--- src/rtl/mem_arb_pkg.sv ---
// Shared types for the fetch / load-store memory arbiter: FSM states, access owner and byte-lane word layout.
package mem_arb_pkg;

  typedef enum logic [1:0] {
    IDLE,
    ACCESS,
    RESP
  } arb_state_t;

  typedef enum logic {
    OWN_IF,
    OWN_D
  } arb_owner_t;

  typedef logic [7:0] byte_lane_t;
  // Lane 0 is the most significant byte of the word.
  typedef byte_lane_t [0:3] word_bytes_t;

endpackage

--- src/rtl/lat_counter.sv ---
// Down-counter timing the ACCESS phase: loads MEM_LAT-1, decrements to 0 and holds; zero flag marks the last cycle.
// Latency: zero flag is decoded from the registered count; no backpressure.
module lat_counter #(
  parameter int MEM_LAT = 2
) (
  input  logic clk,
  input  logic i_rst,
  input  logic i_load,
  input  logic i_dec,
  output logic o_zero
);

  localparam int CW = $clog2(MEM_LAT + 1);
  localparam logic [CW-1:0] LOAD_VAL = CW'(MEM_LAT - 1);

  logic [CW-1:0] r_cnt;

  always_ff @(posedge clk) begin
    if (i_rst) begin
      r_cnt <= '0;
    end else if (i_load) begin
      r_cnt <= LOAD_VAL;
    end else if (i_dec && (r_cnt != '0)) begin
      r_cnt <= r_cnt - CW'(1);
    end
  end

  assign o_zero = (r_cnt == '0);

endmodule

--- src/rtl/mem_arbiter.sv ---
// Shares one fixed-latency memory between fetch and load/store; data wins unless fetch has waited STARVE_LIM data grants.
// Request-to-ack is MEM_LAT+1 cycles; requesters stall by holding req until ack, and halted blocks only new grants.
module mem_arbiter
  import mem_arb_pkg::*;
#(
  parameter int MEM_LAT    = 2,
  parameter int STARVE_LIM = 3
) (
  input  logic        clk,
  input  logic        rst_b,
  input  logic        halted,
  input  logic        if_req,
  input  logic [31:0] if_addr,
  output logic        if_ack,
  output logic [31:0] if_data,
  input  logic        d_req,
  input  logic        d_we,
  input  logic [31:0] d_addr,
  input  word_bytes_t d_wdata,
  output logic        d_ack,
  output word_bytes_t d_rdata,
  output logic [31:0] mem_addr,
  output word_bytes_t mem_data_in,
  input  word_bytes_t mem_data_out,
  output logic        mem_write_en,
  output logic        busy
);

  localparam int SW = $clog2(STARVE_LIM + 1);
  localparam logic [SW-1:0] STARVE_MAX = SW'(STARVE_LIM);

  arb_state_t  r_state;
  arb_state_t  w_state_nxt;
  arb_owner_t  r_owner;
  logic [31:0] r_addr;
  word_bytes_t r_wdata;
  logic        r_we;
  logic [SW-1:0] r_starve;
  logic [31:0] r_if_data;
  word_bytes_t r_d_rdata;

  logic w_grant;
  logic w_grant_if;
  logic w_lat_zero;
  logic w_last;

  always_comb begin
    w_grant    = 1'b0;
    w_grant_if = 1'b0;
    if ((r_state == IDLE) && !halted && (if_req || d_req)) begin
      w_grant    = 1'b1;
      w_grant_if = if_req && (!d_req || (r_starve == STARVE_MAX));
    end
  end

  lat_counter #(
    .MEM_LAT(MEM_LAT)
  ) u_lat (
    .clk   (clk),
    .i_rst (rst_b),
    .i_load(w_grant),
    .i_dec (r_state == ACCESS),
    .o_zero(w_lat_zero)
  );

  always_ff @(posedge clk) begin
    if (rst_b) begin
      r_state <= IDLE;
    end else begin
      r_state <= w_state_nxt;
    end
  end

  always_comb begin
    w_state_nxt  = r_state;
    w_last       = 1'b0;
    busy         = 1'b1;
    if_ack       = 1'b0;
    d_ack        = 1'b0;
    mem_write_en = 1'b0;
    unique case (r_state)
      IDLE: begin
        busy = 1'b0;
        if (w_grant) w_state_nxt = ACCESS;
      end
      ACCESS: begin
        if (w_lat_zero) begin
          w_last       = 1'b1;
          mem_write_en = r_we;
          w_state_nxt  = RESP;
        end
      end
      RESP: begin
        if_ack      = (r_owner == OWN_IF);
        d_ack       = (r_owner == OWN_D);
        w_state_nxt = IDLE;
      end
      default: w_state_nxt = IDLE;
    endcase
  end

  always_ff @(posedge clk) begin
    if (rst_b) begin
      r_owner   <= OWN_IF;
      r_addr    <= '0;
      r_wdata   <= '0;
      r_we      <= 1'b0;
      r_starve  <= '0;
      r_if_data <= '0;
      r_d_rdata <= '0;
    end else begin
      if (w_grant) begin
        r_owner <= w_grant_if ? OWN_IF : OWN_D;
        r_addr  <= w_grant_if ? if_addr : d_addr;
        r_we    <= !w_grant_if && d_we;
        r_wdata <= w_grant_if ? '0 : d_wdata;
        // Only data grants that bypass a waiting fetch count towards starvation.
        if (w_grant_if || !if_req) begin
          r_starve <= '0;
        end else if (r_starve != STARVE_MAX) begin
          r_starve <= r_starve + SW'(1);
        end
      end
      if (w_last && !r_we) begin
        if (r_owner == OWN_IF) begin
          r_if_data <= mem_data_out;
        end else begin
          r_d_rdata <= mem_data_out;
        end
      end
    end
  end

  assign mem_addr    = r_addr;
  assign mem_data_in = r_wdata;
  assign if_data     = r_if_data;
  assign d_rdata     = r_d_rdata;

endmodule
--- config.mk ---
export PLATFORM = sky130hd
export DESIGN_NAME = mem_arbiter
export DESIGN_NICKNAME = d
export VERILOG_FILES = /design/src/rtl/mem_arb_pkg.sv /design/src/rtl/lat_counter.sv /design/src/rtl/mem_arbiter.sv
export SDC_FILE = /design/constraint.sdc
export NUM_CORES = 1
export LEC_CHECK = 0
export ABC_CLOCK_PERIOD_IN_PS = 4200
export CAP_MARGIN = 20
export CELL_PAD_IN_SITES_DETAIL_PLACEMENT = 1
export CELL_PAD_IN_SITES_GLOBAL_PLACEMENT = 1
export CORE_AREA = 2 2 136 138
export CTS_CLUSTER_DIAMETER = 40
export DETAILED_ROUTE_END_ITERATION = 10
export DIE_AREA = 0 0 138 140
export PLACE_DENSITY_LB_ADDON = 0.1
export SLEW_MARGIN = 20
export SYNTH_ARGS = -nofsm -noshare
export SYNTH_HDL_FRONTEND = slang
export SYNTH_SLANG_ARGS = --single-unit
export TNS_END_PERCENT = 5
--- constraint.sdc ---
create_clock -name clk -period 4.2 [get_ports clk]
set_clock_uncertainty 0.05 [all_clocks]
set_input_delay 0.84 -clock clk [delete_from_list [all_inputs] [get_ports clk]]
set_output_delay 0.84 -clock clk [all_outputs]
set_load 0.02 [all_outputs]
# Word level (Yosys, flattened, before mapping)
# Index checks and enable logic that the tools add are counted.
[word_totals]
ff_bits = 136
in_bits = 134
output_inout_bits = 132
wordCells = 68
[op_classes]
n_addsub = 2
eq_ne = 6
muxes = 19
bitwise = 1
reduce_logical = 24
[op_table]
columns = ["cell", "count"]
rows = [
  ["$mux 32", 2],
  ["$mux 1", 12],
  ["$mux 2", 4],
  ["$reduce_and 2->1", 4],
  ["$logic_and 1x1->1", 6],
  ["$reduce_bool 2->1", 3],
  ["$logic_not 1->1", 5],
  ["$eq 2x2->1 const B", 2],
  ["$logic_not 2->1", 2],
  ["$ne 2x2->1 const B", 2],
  ["$pmux 2 s2", 1],
  ["$logic_or 1x1->1", 3],
  ["$add 2x1->2 const B", 1],
  ["$eq 2x1->1 const B", 1],
  ["$ne 2x1->1 const B", 1],
  ["$reduce_or 2->1", 1],
  ["$sub 2x1->2 const B", 1],
  ["$not 1->1", 1],
]

# Longest topological paths before layout
[depth]
depth_word = 7
ltp_mapped = 7
depth_no_buf = 5

# Hierarchy
# From an unflattened synthesis, not the netlist that was laid out.
[hier_totals]
hier_cells = 593
area_unflattened_um2 = 5821.8
[modules_own_cells]
columns = ["mod", "instances", "cells_each", "area_each_um2", "seq_area_each_um2"]
rows = [
  ["mem_arbiter", 1, 582, 5698.0, 2682.6],
  ["lat_counter", 1, 11, 123.9, 40.0],
]

# Worst setup path before layout
# No wires, ideal clock.
[synth_path]
path_type = "in2reg"
start = "input d_req"
end = "register r_addr[11] (netlist: mem_addr[11])"
setup_ns = 0.095
arrival_time_ns = 1.863
required_time_ns = 4.055
path_slack_ns = 2.192
path_stages = 6
path_buffers = 3
path_cell_list = "buf_2 -> nor2b_1 -> buf_2 -> clkbuf_1 -> o32ai_1 -> a221oi_1"
[synth_between]
elab_chain_len = 5
elab_cells_between_ends = 8
classes_between = "3 x mux; 5 x reduce/logical"
[synth_rtl]
columns = ["element", "line_no", "text"]
rows = [
  ["from (decl)", "mem_arbiter.sv:16", "input logic d_req,"],
  ["$logic_not 1->1", "mem_arbiter.sv:52", "w_grant_if = if_req && (!d_req || (r_starve == STARVE_MAX));"],
  ["$logic_or 1x1->1", "mem_arbiter.sv:52", ""],
  ["$logic_and 1x1->1", "mem_arbiter.sv:52", ""],
  ["$mux 1", "mem_arbiter.sv:50", "if ((r_state == IDLE) && !halted && (if_req || d_req)) begin"],
  ["$mux 32", "mem_arbiter.sv:114", "r_addr <= w_grant_if ? if_addr : d_addr;"],
  ["to (signal assigned)", "mem_arbiter.sv:114", ""],
  ["to (decl)", "mem_arbiter.sv:35", "logic [31:0] r_addr;"],
]
# Several ways; a longest one is shown, not always the timed one.
# A chain may end at the register's enable or synchronous reset.

# Final worst setup path
[layout_path]
start = "register u_lat.r_cnt[0]"
end = "output mem_write_en"
[layout_between]
elab_chain_len = 3
[layout_rtl]
columns = ["element", "line_no", "text"]
rows = [
  ["from (decl)", "lat_counter.sv:16", "logic [CW-1:0] r_cnt;"],
  ["from (signal assigned)", "lat_counter.sv:24", "r_cnt <= r_cnt - CW'(1);"],
  ["$logic_not 2->1", "lat_counter.sv:28", "assign o_zero = (r_cnt == '0);"],
  ["$mux 1", "mem_arbiter.sv:87", "if (w_lat_zero) begin"],
  ["$mux 1", "mem_arbiter.sv:81", "unique case (r_state)"],
  ["to (decl)", "mem_arbiter.sv:25", "output logic mem_write_en,"],
]
# Every way passes these cells.

==> metrics.md <==
| Metric | Value |
|---|---|
| Syn Nets | `around 730` |
| Overflow after GRT | `0` |
| Final min period | `2.817 ns` |
| Avg Inst Size Synth | `9.773 um^2` |
| Core box area | `17780 um^2` |
| H-tree depth | `4` |
| Routed WL | `19320 um` |
| Req. time, crit path | `3.31 ns` |
| Number of global-route vias before repair | `5800` |
| Crit Path Category | `reg -> out` |
| Initial Util | `32.54%` |
| NumNets Final | `957` |
| Worst-path cell chain | `inv_1 -> ha_1 -> nand3b_1 -> nor2_1 -> clkdlybuf4s50_1` |
| Non-Filler Instances | `1063` |
| Post-place setup slack | `1.261 ns` |
| RSZ-0062 raised after global routing | `no` |
| Setup slack after layout | `1.383 ns` |
| Period Utilization, post-route | `between 60% and 70%` |
| Cts bufs inserted | `17` |
| Cell taking the most area after synthesis | `dfxtp_1` |
| Setup repair bufs after CTS | `0` |
| DP Cell Count | `approximately 1000` |
| DP Wirelength | `13420 um` |
| Cts hold-fix bufs | `0` |
| Root buffer cell | `clkbuf_16` |
| Synth Register Bits | `~140` |
| DR vias | `5503` |
| # port buffers | `265` |
| Slew Viols, Final | `0` |
| Power density over cell area | `373.5 nW/um^2` |
| Post-Syn Instances | `592` |
| Largest net degree at the start of global routing | `109` |
| Yosys top cell area share | `47.06%` |
| Worst-path maximum fanout | `4` |
| Layout cells sized above 1 | `6.115%` |
| Post-route DRC violation count | `0` |
| Sequential area share after synthesis | `~47%` |
| Total GRT Usage | `19.55%` |
| Critical path capture point type | `output port` |
| Clock tree sinks | `136` |
| Clock tree buffer depth | `2` |
| Fill cells | `about 1900` |
| Max cap viols | `0` |
| Via density | `between 5 and 6` |
| Post-route ant nets | `0` |
| Placer Congestion | `between 0.7 and 0.8` |
| PostCTS Resize Cnt | `0` |
| First-pass GRT wire length | `slightly above 30000 um` |
| Synth top area cells | `dfxtp_1, mux2i_1, nand2b_1` |
| 1st-iter DRT viols | `306` |
| Diode count | `0` |
| WL per Instance | `18.18 um` |
| Row count | `49` |
| Leak | `3.286 nW` |
| Synthesis-to-finish area growth | `57.44%` |
| Worst-path clk slew | `0.06 ns` |
| Cell variety after synth | `31` |
| Die W | `~140 um` |
| Post-Syn Area | `5786 um^2` |
| Worst path slowest cell | `clkdlybuf4s50_1` |
| DIE AREA | `19320 um^2` |
| Worst-Skew Late Latency | `about 0.4 ns` |
| Crit path largest cell delay | `0.65 ns` |
| Num ports | `266` |
| Hold Crit Class | `reg -> reg` |
| Final core occ | `between 50% and 60%` |
| Initial antenna violation count | `0` |
| Die height | `140 um` |
| Final setup fails | `0` |
| Maximum vdd drop | `0.2852 mV` |
| Total power | `3.402 mW` |
| Worst EP arrival | `1.93 ns` |
| CP Launch Type | `flop` |
| Outcome | `finished, final reports clean` |
| Worst Tran Pin Value | `around 1.0 ns` |
| Drt pass-1 iters | `4` |
| CTS tree | `done` |
| Fmax | `about 360 MHz` |
| Setup_tns | `0 ns` |
| Worst slew margin relative to its limit | `between 30% and 40%` |
| YS warnings | `0` |
| Final Hold Viols | `0` |
==> kinds of logic after synthesis <==
logic type,count (synthesis),share of synthesized area [%]
AOI/OAI and AO/OA,173,21.45
xor gates and xnor gates,1,0.1514
adders and majority gates,2,0.4325
buffers and inverters,102,7.396
DFF,136,47.06
muxes,64,11.07
and+or+nand+nor,114,12.44
==> cells in the final DEF (no fill, tap or decap), types with 2 or more instances in the layout <==
master and count:
clkdlybuf4s50_1 264, dfxtp_1 136, nand2b_1 96, mux2i_1 64, inv_1 37, a21oi_1 37, o21ai_0 35, o2111ai_1 33
o32ai_1 32, a221oi_1 32, clkbuf_16 17, buf_4 7, clkinv_2 5, nor2_1 4, clkinvlp_4 4, nor3b_1 2
or3_2 2, nor3_4 2, ha_1 2, clkinv_4 2, clkbuf_8 2, buf_12 2
==> synthesized netlist by cell type (all sizes together) <==
master,instances
a2111oi,1
a211oi,1
a21bo,1
a21oi,37
a221oi,32
buf,14
clkbuf,49
dfxtp,136
ha,2
inv,39
mux2i,64
nand2b,96
nand3b,1
nand4,1
nand4b,1
nor2,5
nor2b,1
nor3,3
nor3b,3
o2111ai,33
o21ai,36
o32ai,32
or2,1
or3,2
xnor2,1
==> area by class of cell <==
class	instances	area (um^2)	area share [%]
sequential	136	2723	29.89
multi-input combinational	354	2659	29.19
inverter	39	146.4	1.607
tap	229	286.5	3.146
clock buffer	20	456.7	5.014
clock inverter	12	102.6	1.126
timing repair buffer	273	2735	30.03
==> report_power, final <==
part           internal [mW]  total (mW)  switching, mW
Combinational          0.311       0.604          0.293
Clock                  0.840        1.40          0.560
Sequential              1.36        1.40         0.0399
Total                   2.51        3.40          0.892
==> layer usage <==
metal | vias to the layer above | GRT usage, % | routed length (um)
met3 | 25 | 6.906 | 1537
met1 | 2657 | 21.68 | 7623
met5 | - | 0 | 0
met4 | 0 | 7.143 | 386
li1 | 2615 | - | -
met2 | 206 | 34.63 | 9775
==> registers in the layout (all words and copies together), names as in the netlist <==
signal	cells
if_data	32
u_lat.r_cnt	2
r_starve	2
mem_addr	32
r_we	1
r_owner	1
d_rdata	32
r_state	2
mem_data_in	32
==> path summary, 6_finish.rpt <==
check | cells after the start | from | end | slack [ns]
worst max register to register | 4 | r_starve[0] | mem_data_in[6] | 2.00
worst min register to register | 2 | mem_addr[17] | mem_addr[17] | 0.41
worst max-delay path | 5 | u_lat.r_cnt[0] | mem_write_en | 1.38
worst min-delay path | 2 | mem_addr[17] | mem_addr[17] | 0.41
==> per-stage QoR <==
stage	hold slack, ns	instance area (um^2)
after floorplan	0.4033	5786
after global placement	0.4060	8548
after detailed placement	0.4111	8548
after CTS	0.4196	9107
after global routing	0.4438	9109
final	0.4147	9109
==> worst max-delay path: cells and delay by family (launching register included) <==
kind | cells | cell delay [ns]
flip-flops | 1 | 0.32
AND/OR/NAND/NOR | 2 | 0.32
buffers and inverters | 2 | 0.71
adder cells (fa/ha/maj) | 1 | 0.18
(Power assumes the default switching activity.)
